**src/rtl/srl16_fifo_ctrl.sv**
```systemverilog
// Controller that turns WIDTH external 16-deep addressable shift registers into a
// 17-entry valid/ready FIFO with a registered output stage.
module srl16_fifo_ctrl #(
    parameter int unsigned WIDTH = 8
) (
    input  logic             CLK,
    input  logic             RST,
    input  logic             CLR,
    input  logic             S_VALID,
    output logic             S_READY,
    input  logic [WIDTH-1:0] S_DATA,
    output logic             M_VALID,
    input  logic             M_READY,
    output logic [WIDTH-1:0] M_DATA,
    output logic             SRL_CE,
    output logic [3:0]       SRL_A,
    output logic [WIDTH-1:0] SRL_D,
    input  logic [WIDTH-1:0] SRL_Q,
    output logic [4:0]       LEVEL
);

    localparam int unsigned CNT_W = 5;
    localparam int unsigned DEPTH = 16;

    logic [CNT_W-1:0] r_cnt;
    logic             r_m_valid;
    logic [WIDTH-1:0] r_m_data;
    logic             r_s_ready;

    logic             w_push;
    logic             w_out_free;
    logic             w_bypass;
    logic             w_load;
    logic             w_ce;
    logic [CNT_W-1:0] w_next_cnt;
    logic [3:0]       w_addr;

    // Handshake decode, shift enable and oldest-word address.
    always_comb begin
        w_push     = S_VALID & r_s_ready;
        w_out_free = ~r_m_valid | M_READY;
        w_bypass   = w_push & (r_cnt == '0) & w_out_free;
        w_load     = (r_cnt != '0) & w_out_free;
        w_ce       = w_push & ~w_bypass & ~CLR;
        w_addr     = 4'd0;
        if (r_cnt != '0) begin
            w_addr = 4'(r_cnt - CNT_W'(1));
        end
        w_next_cnt = r_cnt + CNT_W'(w_ce) - CNT_W'(w_load);
    end

    // Occupancy, output register and registered ready.
    always_ff @(posedge CLK or posedge RST) begin
        if (RST) begin
            r_cnt     <= '0;
            r_m_valid <= 1'b0;
            r_m_data  <= '0;
            r_s_ready <= 1'b0;
        end else if (CLR) begin
            r_cnt     <= '0;
            r_m_valid <= 1'b0;
            r_s_ready <= 1'b1;
        end else begin
            r_cnt     <= w_next_cnt;
            r_s_ready <= (w_next_cnt != CNT_W'(DEPTH));
            if (w_load) begin
                r_m_data  <= SRL_Q;
                r_m_valid <= 1'b1;
            end else if (w_bypass) begin
                r_m_data  <= S_DATA;
                r_m_valid <= 1'b1;
            end else begin
                r_m_valid <= r_m_valid & ~M_READY;
            end
        end
    end

    assign S_READY = r_s_ready;
    assign M_VALID = r_m_valid;
    assign M_DATA  = r_m_data;
    assign SRL_CE  = w_ce;
    assign SRL_A   = w_addr;
    assign SRL_D   = S_DATA;
    assign LEVEL   = r_cnt + CNT_W'(r_m_valid);

endmodule
```
**config.mk**
```make
export PLATFORM = sky130hd
export DESIGN_NAME = srl16_fifo_ctrl
export DESIGN_NICKNAME = d
export VERILOG_FILES = /design/src/rtl/srl16_fifo_ctrl.sv
export SDC_FILE = /design/constraint.sdc
export NUM_CORES = 1
export LEC_CHECK = 0
export ABC_AREA = 1
export CAP_MARGIN = 20
export CORE_ASPECT_RATIO = 1.4
export CORE_UTILIZATION = 45
export DETAILED_ROUTE_END_ITERATION = 6
export PLACE_DENSITY_LB_ADDON = 0.15
export SYNTH_ARGS = -nofsm -noshare
export SYNTH_HDL_FRONTEND = slang
export SYNTH_SLANG_ARGS = --single-unit
```
**constraint.sdc**
```tcl
create_clock -name CLK -period 6.1 [get_ports CLK]
set_input_delay 0.61 -clock CLK [delete_from_list [all_inputs] [get_ports CLK]]
set_output_delay 0.61 -clock CLK [all_outputs]
set_load 0.1 [all_outputs]
```
==> results.md <==
* Outcome: finished clean
* Setup bufs post-CTS at 0
* CP max stage cell: clkdlybuf4s50_1
* Antenna cell count at 0
* Worst slew pin tran at between 900 and 1000 ps
* R2R Path Start: r_cnt[1]
* Core ar. at 0.002391 mm2
* Final setup viols at 0
* Post-route clock period utilization at between 50 and 60%
* Slew headroom at between 30 and 40%
* #FFs+latches synth at 15
* Antenna violations before repair at 0
* Most frequent cells in the layout: nand2_1 (61), clkdlybuf4s50_1 (48), dfrtp_1 (15), inv_1 (13), ha_1 (13)
* WP data arrival at about 2700 ps
* Top delay family on crit path: buffers and inverters
* Drt wl/cell at between 10 and 15 um
* Resize count post-CTS at 0
* Startpoint Class: register
* Die height at between 60 and 70 um
* Syn Area/Cell at 7.658 um2
* Die ar. at 0.002744 mm2
* Max-slew violations at 0
* Min Clock Period, post-route at around 3300 ps
* CTS sink cnt at 15
* Commonest non-fill, non-tap cell in the layout: nand2_1
* Post-synthesis sequential area ratio at between 30% and 40%
* Final Hold Slack at roughly 470 ps
* Final-report hold violation count at 0
* Sum of negative setup slack at 0 ps
* Worst Path Required at 5490 ps
* Share of cells above drive strength 1 at under 10%
* Root Driver: clkbuf_4
* Met3 Track Usage GR at 1.466%
* CTS clk-pin slew, worst paths at approximately 90 ps
* Post-synth top area share at 32.89%
* Top post-synthesis cells by area: dfrtp_1 (33%), nand2_1 (20%), ha_1 (14%)
* First-pass GRT wire length at roughly 4200 um
* GR Overflow Total at 0
* Max Cap Viol at 0
* Critical Path Fanout Max at 6
* Clk_lat worst skew at about 280 ps
* Post-CTS Hold Buffers at 0
* Crit-path max cell delay at approximately 1100 ps
* Final-layout fill cell count at just over 200
* Largest area contributor in the netlist: dfrtp_1
* Mapped cell area at around 0.0011 mm2
* Post-detail-place hpwl at 2147 um
* Total track usage at 21.53%
* H-tree depth at 1
* Worst clock skew at roughly 1.3 ps
* # DRC at 0
* Total CTS buffers at 3
* Row Count at 21
* Die X at ~45 um
* Top-level I/O count at just under 50
* RSZ-0062 raised after global routing: no
* Crit path cell chain: inv_1 > ha_1 > nand3_4 > inv_4 > nand2_1 > and3_1 > clkdlybuf4s50_1
* M2 GR Usage at between 40% and 50%
* CTS tree: yes
* Clock Tree Buf Depth at 2
* CP Buf/Inv Count at 3
* Gate Count Post-Synth at 149
* Busiest grt layer: met2
* Met1 Track Usage GR at between 20% and 30%
* Post-synth net total at around 180
* FMAX at roughly 300 MHz
* Final net count at around 230
* Placer Congestion at between 0.8 and 0.9
* Post-synth cell types at 21
* Vias per inst at about 4.6
* First-pass detailed-route iteration total at 4
* Iteration-0 DRC count of the detailed router at 38
* Crit path kind: register to output port
* Detailed Route WL at 2519 um
* Antenna Nets Post-Route at 0
* Layout area overhead at 42.87%
* CP Capture Type: output port
* Worst min path class: register to register
* Worst hold start: M_DATA[3]
* Initial Utilization at a little under half
* Crit path from: r_cnt[2]
* Total number of vias at between 1,000 and 1,500
* Vias in the first global route at approximately 1,000
* Syn. warnings at 0
* Largest net degree at the start of global routing at 16
* IO buf count at 48
## registers in the layout (all words and copies together) (netlist names)
register  flops
r_cnt         5
S_READY       1
M_VALID       1
M_DATA        8
## worst reg2reg max path, stage by stage (launching register included)
cell	delay, ps
dfrtp_1	430
inv_1	190
ha_1	270
nand3_4	130
nand2_4	140
inv_2	110
ha_1	290
inv_1	40
ha_1	210
fa_1	440
xor2_1	230
nand3_1	100
nor2_1	110
nand2_1	60
## cell families after synthesis
family,after synthesis,synth area share [%]
XOR/XNOR,5,3.838
flip-flops,15,32.89
AO/OA/AOI/OAI,8,4.716
buffers and inverters,28,12.28
AND/OR/NAND/NOR,79,30.26
adder cells (fa/ha/maj),14,16.01
## metrics by stage
| step | utilization, % | instances | cell area (um2) | worst slack (ps) |
|---|---|---|---|---|
| after floorplan | - | 149 | 1141 | 2511 |
| after global placement | 67.09 | 223 | 1604 | 2934 |
| after detailed placement | 67.09 | 223 | 1604 | 2908 |
| after CTS | 68.18 | 227 | 1630 | 2743 |
| after global routing | 68.18 | 227 | 1630 | 2535 |
| final | 68.18 | 227 | 1630 | 2782 |
## cells in the mapped netlist
master and instances:
nand2_1 61, dfrtp_1 15, ha_1 13, inv_1 13
buf_4 8, nor2_1 8, inv_2 5, nand3_1 5
a21oi_1 4, xor2_1 4, inv_4 2, o21ai_0 2
a21boi_0 1, a21oi_4 1, and3_1 1, fa_1 1
nand2_4 1, nand2_8 1, nand3_4 1, nand4_1 1
xnor2_1 1
## per-layer routing
layer,vias up,wire (um)
met5,-,0
met4,0,42
met3,2,114
met2,38,1516
met1,475,846
li1,535,-
## cell type report
type | count | area (um2) | share of cell area [%]
multi-input combinational | 106 | 625.6 | 38.37
clock buffer | 4 | 26.28 | 1.612
sequential | 15 | 375.4 | 23.02
inverter | 20 | 80.08 | 4.912
tap | 34 | 42.54 | 2.609
timing repair buffer | 48 | 480.5 | 29.47
## worst paths after layout
path | end | slack [ps] | cells after the start
worst max-delay path | SRL_CE | 2780 | 7
worst min-delay path | M_DATA[3] | 470 | 2
worst max register to register | S_READY | 3260 | 13
worst min register to register | M_DATA[3] | 470 | 2
max in group asynchronous | M_DATA[0] | 5040 | 2
min in group asynchronous | M_DATA[3] | 680 | 2
Power is not shown: default switching activity piles up to over one toggle a cycle in this logic, so the estimate is an artifact.
